`src/rtl/tdc_read.sv`:
```
// -----------------------------------------------------------------------------
// tdc_read
//
// Purpose:
//   Interrupt-driven reader for the result registers of an external TDC.
//   When the TDC pulls int_n low (and its configuration is complete), the
//   block requests the shared chip bus, then reads NUM_REG consecutive
//   registers starting at ADDR_BASE using a CSN_o/RDN_o strobe protocol.
//   Each captured word is offered on a valid/ready interface; the bus is held
//   until every register of the sequence has been handed off.
//
// Parameters:
//   RD_SETUP   cycles with CSN_o low and addr stable before RDN_o falls (1..15)
//   RD_PULSE   cycles RDN_o is held low (1..15)
//   NUM_REG    result registers read per interrupt (1..8)
//   ADDR_BASE  address of the first result register
//
// Ports:
//   clk           system clock (single clock domain)
//   reset         synchronous, active-high reset
//   init_done     high once TDC configuration writes are complete
//   int_n         TDC interrupt, active low, asynchronous to clk
//   bus_gnt       chip bus granted to this block
//   bus_req       chip bus request
//   CSN_o         chip select, active low
//   RDN_o         read strobe, active low
//   addr          register address
//   data_i        read data from the TDC bus (never driven by this block)
//   result        captured register value
//   result_addr   address the current result was read from
//   result_valid  result available
//   result_ready  consumer accepts result
//   busy          read sequence in progress
//   overrun       sticky: interrupt seen while a sequence was pending/active
// -----------------------------------------------------------------------------
module tdc_read #(
   parameter int unsigned RD_SETUP  = 2,
   parameter int unsigned RD_PULSE  = 3,
   parameter int unsigned NUM_REG   = 2,
   parameter logic [3:0]  ADDR_BASE = 4'd8
) (
   input  logic        clk,
   input  logic        reset,
   input  logic        init_done,
   input  logic        int_n,
   input  logic        bus_gnt,
   output logic        bus_req,
   output logic        CSN_o,
   output logic        RDN_o,
   output logic [3:0]  addr,
   input  logic [27:0] data_i,
   output logic [27:0] result,
   output logic [3:0]  result_addr,
   output logic        result_valid,
   input  logic        result_ready,
   output logic        busy,
   output logic        overrun
);

   localparam logic [3:0] SetupLast = 4'(RD_SETUP - 1);
   localparam logic [3:0] PulseLast = 4'(RD_PULSE - 1);
   localparam logic [3:0] NumReg    = 4'(NUM_REG);

   typedef enum logic [2:0] {
      StIdle,
      StReq,
      StSetup,
      StStrobe,
      StHold,
      StNext,
      StDone
   } state_e;

   state_e      r_state;
   state_e      w_state_next;

   // Interrupt synchronizer; r_sync3 is only the edge-detect history flop.
   logic        r_sync1;
   logic        r_sync2;
   logic        r_sync3;
   logic        w_sync_edge;

   logic        r_int_pend;
   // Remembers one interrupt that arrived while a sequence was running, so
   // exactly one further sequence follows DONE however many edges arrived.
   logic        r_requeue;
   logic        r_overrun;
   logic [2:0]  r_idx;
   logic [3:0]  r_cnt;
   logic [27:0] r_result;
   logic [3:0]  r_result_addr;

   logic        w_setup_done;
   logic        w_pulse_done;
   logic [3:0]  w_idx_inc;
   logic        w_more;
   logic [3:0]  w_addr_cur;
   logic        w_addr_en;

   assign w_sync_edge  = r_sync3 & ~r_sync2;
   assign w_setup_done = (r_cnt == SetupLast);
   assign w_pulse_done = (r_cnt == PulseLast);
   assign w_idx_inc    = {1'b0, r_idx} + 4'd1;
   assign w_more       = (w_idx_inc < NumReg);
   // 4-bit wrap of the register address is intentional.
   assign w_addr_cur   = ADDR_BASE + {1'b0, r_idx};

   // --------------------------------------------------------------------------
   // FSM: state register
   // --------------------------------------------------------------------------
   always_ff @(posedge clk) begin
      if (reset) begin
         r_state <= StIdle;
      end else begin
         r_state <= w_state_next;
      end
   end

   // --------------------------------------------------------------------------
   // FSM: next-state logic
   // --------------------------------------------------------------------------
   always_comb begin
      w_state_next = r_state;
      case (r_state)
         StIdle: begin
            if (r_int_pend && init_done) begin
               w_state_next = StReq;
            end
         end
         StReq: begin
            if (bus_gnt) begin
               w_state_next = StSetup;
            end
         end
         StSetup: begin
            if (w_setup_done) begin
               w_state_next = StStrobe;
            end
         end
         StStrobe: begin
            if (w_pulse_done) begin
               w_state_next = StHold;
            end
         end
         StHold: begin
            // result_valid is high throughout HOLD, so ready alone is the handshake.
            if (result_ready) begin
               w_state_next = StNext;
            end
         end
         StNext: begin
            w_state_next = w_more ? StSetup : StDone;
         end
         StDone: begin
            w_state_next = StIdle;
         end
         default: begin
            w_state_next = StIdle;
         end
      endcase
   end

   // --------------------------------------------------------------------------
   // FSM: outputs decoded from state
   // --------------------------------------------------------------------------
   always_comb begin
      bus_req      = 1'b1;
      busy         = 1'b1;
      CSN_o        = 1'b1;
      RDN_o        = 1'b1;
      result_valid = 1'b0;
      w_addr_en    = 1'b0;
      case (r_state)
         StIdle: begin
            bus_req = 1'b0;
            busy    = 1'b0;
         end
         StReq, StDone: begin
         end
         StSetup: begin
            CSN_o     = 1'b0;
            w_addr_en = 1'b1;
         end
         StStrobe: begin
            CSN_o     = 1'b0;
            RDN_o     = 1'b0;
            w_addr_en = 1'b1;
         end
         StHold: begin
            CSN_o        = 1'b0;
            result_valid = 1'b1;
            w_addr_en    = 1'b1;
         end
         StNext: begin
            // Chip select stays low across the register-to-register gap.
            CSN_o     = 1'b0;
            w_addr_en = 1'b1;
         end
         default: begin
            bus_req = 1'b0;
            busy    = 1'b0;
         end
      endcase
   end

   assign addr        = w_addr_en ? w_addr_cur : 4'd0;
   assign result      = r_result;
   assign result_addr = r_result_addr;
   assign overrun     = r_overrun;

   // --------------------------------------------------------------------------
   // Synchronizer, interrupt bookkeeping, counters and result capture
   // --------------------------------------------------------------------------
   always_ff @(posedge clk) begin
      if (reset) begin
         r_sync1       <= 1'b1;
         r_sync2       <= 1'b1;
         r_sync3       <= 1'b1;
         r_int_pend    <= 1'b0;
         r_requeue     <= 1'b0;
         r_overrun     <= 1'b0;
         r_idx         <= 3'd0;
         r_cnt         <= 4'd0;
         r_result      <= 28'd0;
         r_result_addr <= 4'd0;
      end else begin
         r_sync1 <= int_n;
         r_sync2 <= r_sync1;
         r_sync3 <= r_sync2;

         // A new edge beats the DONE clear so the interrupt is never lost.
         if (w_sync_edge) begin
            r_int_pend <= 1'b1;
         end else if (r_state == StDone) begin
            r_int_pend <= r_requeue;
         end

         if (r_state == StDone) begin
            r_requeue <= 1'b0;
         end else if (w_sync_edge && (r_state != StIdle)) begin
            r_requeue <= 1'b1;
         end

         if (w_sync_edge && (r_int_pend || (r_state != StIdle))) begin
            r_overrun <= 1'b1;
         end

         // Phase counter restarts whenever SETUP or STROBE completes.
         if ((r_state == StSetup && !w_setup_done) ||
             (r_state == StStrobe && !w_pulse_done)) begin
            r_cnt <= r_cnt + 4'd1;
         end else begin
            r_cnt <= 4'd0;
         end

         if (r_state == StIdle && w_state_next == StReq) begin
            r_idx <= 3'd0;
         end else if (r_state == StNext) begin
            r_idx <= r_idx + 3'd1;
         end

         if (r_state == StStrobe && w_pulse_done) begin
            r_result      <= data_i;
            r_result_addr <= w_addr_cur;
         end
      end
   end

endmodule

```
`config.mk`:
```
export PLATFORM = sky130hd
export DESIGN_NAME = tdc_read
export DESIGN_NICKNAME = d
export VERILOG_FILES = /design/src/rtl/tdc_read.sv
export SDC_FILE = /design/constraint.sdc
export NUM_CORES = 1
export LEC_CHECK = 0
export ABC_AREA = 1
export CORE_MARGIN = 3
export CORE_UTILIZATION = 46
export CTS_BUF_LIST = sky130_fd_sc_hd__clkbuf_4 sky130_fd_sc_hd__clkbuf_8 sky130_fd_sc_hd__clkbuf_16
export DETAILED_ROUTE_END_ITERATION = 12
export PLACE_DENSITY_LB_ADDON = 0.2
export SLEW_MARGIN = 0
export SYNTH_ARGS = -nofsm -noshare
export SYNTH_HDL_FRONTEND = slang
export SYNTH_SLANG_ARGS = --single-unit
```
`constraint.sdc`:
```
create_clock -name clk -period 4 [get_ports clk]
set_input_delay 0.4 -clock clk [delete_from_list [all_inputs] [get_ports clk]]
set_output_delay 0.4 -clock clk [all_outputs]
set_load 0.05 [all_outputs]
```
# == Yosys cells after proc, flatten, opt, wreduce, memory -nomap -nowiden ==
# Cells that the tools add are included.
# word_totals
reg_bits,48
in_bits,34
out_inout_bits,42
word_cells,62
# classes
addsub,4
order_cmp,1
eq_ne,9
muxes,15
bitwise,3
n_reduce_logical,19
# op_table
op,n
two-way mux 3 bit,6
case mux 3 bit (6 select lines),1
"== test 3 bit, second input constant",3
logical AND 1 bit,7
two-way mux 1 bit,7
"== test 3 x 1 -> 1 bit, second input constant",2
"== test 3 x 2 -> 1 bit, second input constant",2
OR reduction 2 bit,3
OR reduction 6 bit,1
"adder 3 x 1 -> 4 bit, second input constant",1
"adder 4 x 1 -> 4 bit, second input constant",1
"adder 4 x 3 -> 4 bit, first input constant",1
"== test 4 x 1 -> 1 bit, second input constant",1
"== test 4 x 2 -> 1 bit, second input constant",1
"less-than comparator 4 x 2 -> 1 bit, second input constant",1
two-way mux 4 bit,1
OR reduction 4 bit,1
"adder 3 x 1 -> 3 bit, second input constant",1
zero test 3 bit,1
nonzero test 3 bit,1
zero test 1 bit,2
logical OR 1 bit,2
inverter 1 bit,2
nonzero test 2 bit,1
AND 1 bit,1

# == Logic depth before layout (Yosys ltp) ==
# depth
word_depth,7
mapped_depth,9
ltp_nobuf,9

# == Worst setup path after synthesis ==
# No wires, ideal clock.
# synth_path
path_kind,register to output
from,register r_state[2]
to,output busy
arrival_time_ps,1384
required_time_ps,3600
path_slack_ps,2216
path_stages_with_launch,5
path_buffers,1
path_cell_list,dfxtp_1 -> inv_1 -> nand2_1 -> nand3_1 -> buf_4
# synth_between
elab_chain_cells,3
elab_cells_between_ends,8
cone_classes,eq/ne (6); mux (1); reduce/logical (1)
# synth_rtl
item,line,rtl
"start, declared",74,state_e r_state;
"start signal, assigned",113,r_state <= StIdle;
"start signal, assigned",115,r_state <= w_state_next;
"== test 3 bit, or another cell as far along",-,
OR reduction 6 bit (no source line) (*),-,
two-way mux 1 bit (*),-,
"end, declared",56,"output logic busy,"
# Every way passes the cells marked *; elsewhere a longest branch is shown, timed or not.

# == Final worst setup path ==
# layout_path
from,register r_state[2]
to,output addr[0]
# layout_between
elab_chain_cells,4
elab_cells_between_ends,7
cone_classes,eq/ne (4); mux (2); reduce/logical (1)
# layout_rtl
item,line,rtl
== test 3 x 2 -> 1 bit / == test 3 bit (equally long branches),173,case (r_state)
OR reduction 4 bit (no source line) (*),-,
two-way mux 1 bit (*),173,
two-way mux 4 bit (*),206,assign addr = w_addr_en ? w_addr_cur : 4'd0;
"end, declared",50,"output logic [3:0] addr,"
# Marks and branches as above.

==> qor.txt <==
Worst slew margin: 0.436
Number of port buffers: 75
Global-route wire length before repair: 7420 µm
Syn Nets: 293
Worst-path clk slew: 0.08 ns
Crit path max fanout: 8
Setup crit start kind: flop
Root buf cell: clkbuf_8
Hold buffers post-CTS: 0
Synth cell types: 21
Final WL: 4390 µm
DR pass1 iterations: 4
Setup TNS: 0 ns
Cell total after placement: 366
Initial antenna violation count: 0
I/O Pins: 76
Avg WL per Cell: 11.8 µm
MaxCap Viol Count: 0
Die height: 70.5 µm
Post-CTS Setup Repair Bufs: 0
P_leak: 1.19 nW
Routed Antenna Nets: 0
Horiz. Die Dim: 70.5 µm
Routability cong.: 0.791
CTS tree: yes
Final Net Count: 364
Core box area: 3830 µm²
Final Setup Violations: 0
Share of post-route cells with drive strength above 1: 0.0431
#FFs+latches synth: 48
Syn-to-layout area delta: 43.8%
Power per standard cell area: 304 nW/µm²
Die area: 4970 µm²
Hold crit path type: reg2reg
RSZ-0062 raised after global routing: no
CTS sink cnt: 48
Number of vias per cell: 4.79
DRC: 0
Worst setup EP type: output port
Num rows: 22
Clock skew: 0.00358 ns
Primary FF master, synth: dfxtp_1
HPWL after detailed placement: 3140 µm
Sequential area share after synthesis: 0.502
Final core occ: 0.720
N_diodes: 0
Via count: 1,786
Filler cells: 331
Total CTS buffers: 5
GR Overflow Total: 0
Result of the run: complete, no violations
Initial DRC count: 70
Ys async rst share: 0
Total GRT Usage: 0.180
Fin. Hold Viols: 0
Layout Cells excl Fill: 373
Fin. max-slew vios: 0
Number of synthesized flops with an enable pin: 0
H-tree levels: 2
Crit Path Class: reg2out
Worst-Margin Slew: 0.845 ns
Clock Path Buffers: 2
Starting Density: 0.501
Max VDD drop: 0.000238 V
Post-cts resize count: 0
Final period util: 0.589
Largest net degree at the start of global routing: 37
Worst-Skew Late Latency: 0.29 ns
Vias in the first global route: 1,716
Fin crit period: 2.36 ns
Synthesized instance count: 254
Max Fclk: 0.425 GHz
Mean post-synth cell area: 7.54 µm²
Data required, critical path: 3.60 ns
Synth Cell Area: 1920 µm²
Worst EP arrival: 1.96 ns
Synth warn: 0
sequential cells by signal (all words and copies together) (netlist names):
name         count
result          28
overrun          1
r_sync2          1
r_idx            3
r_cnt            4
r_state          3
r_sync3          1
r_sync1          1
result_addr      4
r_int_pend       1
r_requeue        1
worst max-delay path, cell delays in order, from the launching register on:
cell and delay (ns):
dfxtp_1 0.38, ha_1 0.38, nand2_1 0.07, inv_1 0.05, clkdlybuf4s50_1 0.79
where the power goes:
part / switching, mW / internal (mW)
Combinational: 0.0222 / 0.0352
Sequential: 0.00166 / 0.480
Clock: 0.144 / 0.154
cell families (layout without fill, tap and decap cells):
logic type | count (synthesis) | count (layout) | share of synthesized area
simple gates | 115 | 115 | 0.241
flops | 48 | 48 | 0.502
compound gates | 43 | 43 | 0.113
buf+inv | 38 | 109 | 0.0882
fa+ha+maj | 5 | 5 | 0.0327
xor+xnor | 4 | 4 | 0.0183
mux | 1 | 1 | 0.00523
final cells by class:
| type | instances | area [µm²] | share of cell area |
|---|---|---|---|
| multi-input cells | 168 | 786 | 0.285 |
| inverters | 27 | 101 | 0.0368 |
| repair buffers | 75 | 751 | 0.272 |
| well taps | 48 | 60.1 | 0.0218 |
| flip-flops and latches | 48 | 961 | 0.349 |
| clock buffers | 7 | 96.3 | 0.0350 |
cell usage in the layout, fill, tap and decap left out:
master and n:
a21oi_1 5, a31oi_1 1, clkbuf_8 7, clkdlybuf4s50_1 75, dfxtp_1 48, ha_1 5
inv_1 25, inv_2 2, mux2i_1 1, nand2_1 23, nand3_1 9, nor2_1 77
nor2_2 1, nor2_4 1, nor3_1 1, o21ai_0 37, or2_2 3, xnor2_1 3
xor2_1 1
metal layers:
metal | global-route usage | wire, µm
met1 | 0.214 | 1940
met2 | 0.312 | 2050
met3 | 0.0639 | 351
met4 | 0.0438 | 44
met5 | 0 | 0
worst paths after layout:
path	start	to	slack (ns)	cells after the start
worst min-delay path	r_sync1	r_sync2	0.42	1
worst max register to register	r_cnt[0]	result_addr[0]	1.95	7
worst min register to register	r_sync1	r_sync2	0.42	1
worst max-delay path	r_state[2]	addr[0]	1.64	4
stage by stage:
step | instance area, µm² | setup WS, ns | total power [mW] | hold slack (ns)
after detailed placement | 2660 | 1.93 | 0.550 | 0.403
after global routing | 2760 | 1.50 | 0.867 | 0.434
after floorplan | 1920 | 2.22 | 0.512 | 0.389
after CTS | 2760 | 1.62 | 0.846 | 0.422
after global placement | 2660 | 1.97 | 0.550 | 0.395
final | 2760 | 1.64 | 0.837 | 0.416
Yosys cell counts, types with 2 or more instances:
| library cell | instances | area [µm²] |
|---|---|---|
| buf_4 | 2 | 15.0 |
| dfxtp_1 | 48 | 961 |
| nand3_1 | 9 | 45.0 |
| o21ai_0 | 37 | 185 |
| ha_1 | 5 | 62.6 |
| inv_1 | 25 | 93.8 |
| xnor2_1 | 3 | 26.3 |
| clkbuf_1 | 4 | 15.0 |
| buf_2 | 3 | 15.0 |
| inv_2 | 2 | 7.51 |
| nand2_1 | 23 | 86.3 |
| a21oi_1 | 5 | 25.0 |
| or2_2 | 3 | 18.8 |
| buf_6 | 2 | 22.5 |
| nor2_1 | 77 | 289 |
(Power assumes the default switching activity.)
==> edit 1: new RTL, config.mk and constraints unchanged <==
Put one more register stage on the output `overrun`, without a reset. The value now appears one clock later. The other outputs are not delayed to match.
--- a/src/rtl/tdc_read.sv
+++ b/src/rtl/tdc_read.sv
@@ -206,7 +206,9 @@
    assign addr        = w_addr_en ? w_addr_cur : 4'd0;
    assign result      = r_result;
    assign result_addr = r_result_addr;
-   assign overrun     = r_overrun;
+   always_ff @(posedge clk) begin
+      overrun <= r_overrun;
+   end
 
    // --------------------------------------------------------------------------
    // Synchronizer, interrupt bookkeeping, counters and result capture
Check against the original RTL: not equivalent (a bounded check fails within 10 cycles, from zero or initial values and one cycle with reset high).
==> edit 1 against the original RTL <==
Via count is 0.17% higher; critical path depth unchanged; wire length shrank 1.5%; combinational power is essentially flat; sequential cell count is 1 higher; area after synthesis is 1.0% higher; power decreased by 0.46%; final cell count up 0.54%; largest power group unchanged; cell area rose by 0.36%; worst setup slack got worse by 0.038 ns; global-route usage down 0.49 points.
==> edit 1: results (changes against the original RTL) <==
[outcome]
outcome = finished, final reports clean

[power_and_ir_drop]
peakVddDrop_uv = 247  ; +3.5%
cellLeakagePower_nw = 1.20  ; +0.51%
switchingPower_mw = 0.180  ; +7.0%

[yosys]
synth_ff_type = dfxtp_1
synth_xor_area_frac = 0.0181  ; -0.000189
synthTopCellsByCount = 77 x nor2_1, 49 x dfxtp_1, 37 x o21ai_0
yosysUniqueCellTypes = 21  ; unchanged
synth_compound_area_frac = 0.112  ; -0.00117
synth-adder-area-share = 0.0323  ; -0.000338
synthMuxAreaShare = 0.00517  ; -0.0000540
synth_cells = 255  ; +0.39%
synth_area_leaders = dfxtp_1 51%, nor2_1 15%, o21ai_0 9.6%, inv_1 4.8%, nand2_1 4.5%
ys_seq_area_frac = 0.507  ; +0.00515
synth_nets = 294  ; +0.34%

[worst_setup_path]
slowest_delay_ns = 0.80
cp-startpoint = r_state[2]
worstPathArrival_ns = 1.99  ; +0.03 ns
ff2ff_path_depth = 7  ; unchanged
regToRegStartpoint = r_cnt[0]
rrSetupSlack_ns = 1.96
r2r-end = result[19]

[min_path]
whs_endpoint = overrun
hp-start = r_overrun
hp-class = reg -> reg
hold_depth = 0  ; -1

[detailed_routing]
viasPerCell = 4.77  ; -0.37%
drt_first_pass_iters = 4  ; unchanged
drt_iter0_markers = 85  ; +21%
wl_per_cell_um = 11.5  ; -2.0%
num_vias = 1789  ; +0.17%

[clock_tree]
cts_resized = 0  ; unchanged
insertion_delay_ns = 0.30
cts_buffers = 5  ; unchanged

[timing]
hold_slack_ns = 0.355  ; -0.0617 ns
clock_skew_ns = 0.00624  ; +0.00267 ns
relSlewSlack = 0.452  ; +0.0159

[grt]
grt_pass1_vias = 1659  ; -3.3%
track_usage = 0.175  ; -0.00488
grt_pass1_wl_mm = 7.14  ; -3.7%

[place]
dpl.hpwl_mm = 3.04  ; -3.0%
gp_congestion = 0.799  ; +0.94%
portBuffers = 75  ; unchanged
postPlaceCellArea_um2 = 2680  ; +0.75%
dp.cells = 367  ; +0.27%
dp_slack_ns = 1.93  ; -0.00609 ns

[layout]
drive_gt1_frac = 0.0459  ; +0.00279
antenna_cells = 0  ; unchanged

==> edit 1: cell count changes after synthesis <==
cell | unedited run | this run
dfxtp_1 | 48 | 49
==> edit 1: kinds of logic after synthesis <==
| logic type | after synthesis |
|---|---|
| buf+inv | 38 |
| xor+xnor | 4 |
| simple gates | 115 |
| fa+ha+maj | 5 |
| flops | 49 |
| compound gates | 43 |
| mux | 1 |
==> edit 1: power groups by stage <==
stage          clock [mW]  combinational (mW)  sequential, mW
2_1_floorplan           0              0.0190           0.504
3_3_place_gp            0              0.0570           0.503
3_5_place_dp            0              0.0575           0.503
4_1_cts             0.294              0.0578           0.492
5_1_grt             0.311              0.0622           0.492
6_report            0.284              0.0574           0.492
==> edit 1: how the worst max path moves through the flow <==
stage | endpoint | slack (ns) | cells after the start
floorplan | busy | 2.22 | 4
global placement | addr[0] | 1.95 | 4
detailed placement | addr[1] | 1.93 | 4
CTS | addr[1] | 1.60 | 4
global route | addr[0] | 1.53 | 4
finish | addr[1] | 1.61 | 4
==> edit 1: layout make-up <==
cell class,instances,area [um^2]
clock inverters,2,10.0
inverters,27,101
well taps,48,60.1
repair buffers,75,751
multi-input cells,168,786
flip-flops and latches,49,981
fillers,345,1090
clock buffers,6,76.3
==> edit 1: routing by layer <==
metal	routed length, um	track usage
met5	0	0
met4	55	0.0626
met3	391	0.0724
met2	1920	0.282
met1	1960	0.210
==> edit 1: worst max-delay path, delay by kind of cell, from the launching register on <==
kind	cells	cell delay, ns
buf+inv	2	0.85
flops	1	0.40
fa+ha+maj	1	0.38
simple gates	1	0.07
==> edit 2: new RTL, config.mk and constraints unchanged <==
Made on the original files. The 7 states of `state_e` get a one-hot encoding in 7 bits.
--- a/src/rtl/tdc_read.sv
+++ b/src/rtl/tdc_read.sv
@@ -61,14 +61,14 @@
    localparam logic [3:0] PulseLast = 4'(RD_PULSE - 1);
    localparam logic [3:0] NumReg    = 4'(NUM_REG);
 
-   typedef enum logic [2:0] {
-      StIdle,
-      StReq,
-      StSetup,
-      StStrobe,
-      StHold,
-      StNext,
-      StDone
+   typedef enum logic [6:0] {
+      StIdle   = 7'b0000001,
+      StReq    = 7'b0000010,
+      StSetup  = 7'b0000100,
+      StStrobe = 7'b0001000,
+      StHold   = 7'b0010000,
+      StNext   = 7'b0100000,
+      StDone   = 7'b1000000
    } state_e;
 
    state_e      r_state;
Formal check against the unedited RTL: no difference found for any inputs over 10 cycles, from zero or initial values and one cycle with reset high; not proved beyond that.
==> edit 2 against the original RTL <==
Die area grew 14%; wire length grew 11%; clock power grew 2%; non-clock buffer count grew 2; sequential cell count grew 4; worst setup slack lost 0.54 ns; power grew 5.0%; cell area grew 9.3%; area after synthesis grew 16%; sequential share of layout area shrank 0.30 points.
==> edit 2: results (changes against the original RTL) <==
[yosys]
synth_compound_area_frac = 0.101  ; -0.0119
ys_seq_area_frac = 0.470  ; -0.0318
syn_avg_cell_area_um2 = 7.89  ; +4.6%
synthMuxAreaShare = 0  ; -0.00523
synth_nets = 319  ; +8.9%
synth_area_leaders = dfxtp_1 47%, nand2_1 10%, nand3_1 9.0%, a21oi_1 7.9%, buf_6 4.6%
yosysUniqueCellTypes = 28  ; +33%

[timing]
worstMarginPinSlew_ns = 0.801  ; -0.0441 ns
clock_skew_ns = 0.00584  ; +0.00226 ns

[grt]
grt_max_degree = 36  ; -2.7%
track_usage = 0.170  ; -0.0104

[power_and_ir_drop]
cellLeakagePower_nw = 1.09  ; -8.6%
peakVddDrop_uv = 264  ; +11%
switchingPower_mw = 0.171  ; +1.8%

[layout]
buf_share = 0.254  ; -0.0181
nets = 388  ; +6.6%
inv_count = 23  ; -15%
fillerInstances = 400  ; +21%
clock_cell_area_share = 0.0320  ; -0.00296
multi_input_area_share = 0.318  ; +0.0323
drive_gt1_frac = 0.0714  ; +0.0284
seq_share = 0.346  ; -0.00297
num-multi-input-gates = 191  ; +14%

[place]
gp_congestion = 0.812  ; +2.6%

[worst_setup_path]
crit_end = addr[2]
worstPathArrival_ns = 2.49  ; +0.53 ns
r2r-end = result[20]
cp-startpoint = r_state[3]

[outcome]
outcome = finished, final reports clean

[detailed_routing]
drt_iter0_markers = 62  ; -11%
wl_per_cell_um = 12.1  ; +3.2%
num_vias = 1982  ; +11%
drt-total-wl_mm = 4.88  ; +11%

[clock_tree]
clock_sinks = 52  ; +8.3%

## edit 2: cell count changes after synthesis, moves of 3 or more
cell     before  now
inv_1        25   22
nor2_1       77   27
nor2_2        1    4
dfxtp_1      48   52
a21oi_2       0    3
nand3_1       9   40
buf_6         2    9
o21ai_0      37    3
a21oi_1       5   35
nand2_1      23   60
## edit 2: stage by stage
stage           util  cell area, um^2  hold WS [ns]  power [mW]  setup WS (ns)
2_1_floorplan      -             2220         0.389       0.550           1.21
3_3_place_gp   0.647             2910         0.393       0.588           1.45
3_5_place_dp   0.647             2910         0.402       0.588           1.40
4_1_cts        0.668             3010         0.420       0.888           1.07
5_1_grt        0.668             3010         0.443       0.910          0.929
6_report       0.668             3010         0.416       0.879           1.11
## edit 2: metal layers
metal  routed length (um)  part of all wire  vias to the layer above  global-route usage
li1                     -                 -                     1040                   -
met1                 2220              0.45                      890               0.215
met2                 2380              0.49                       50               0.296
met3                  263             0.054                        2              0.0422
met4                   19            0.0039                        0              0.0291
met5                    0                 0                        -                   0
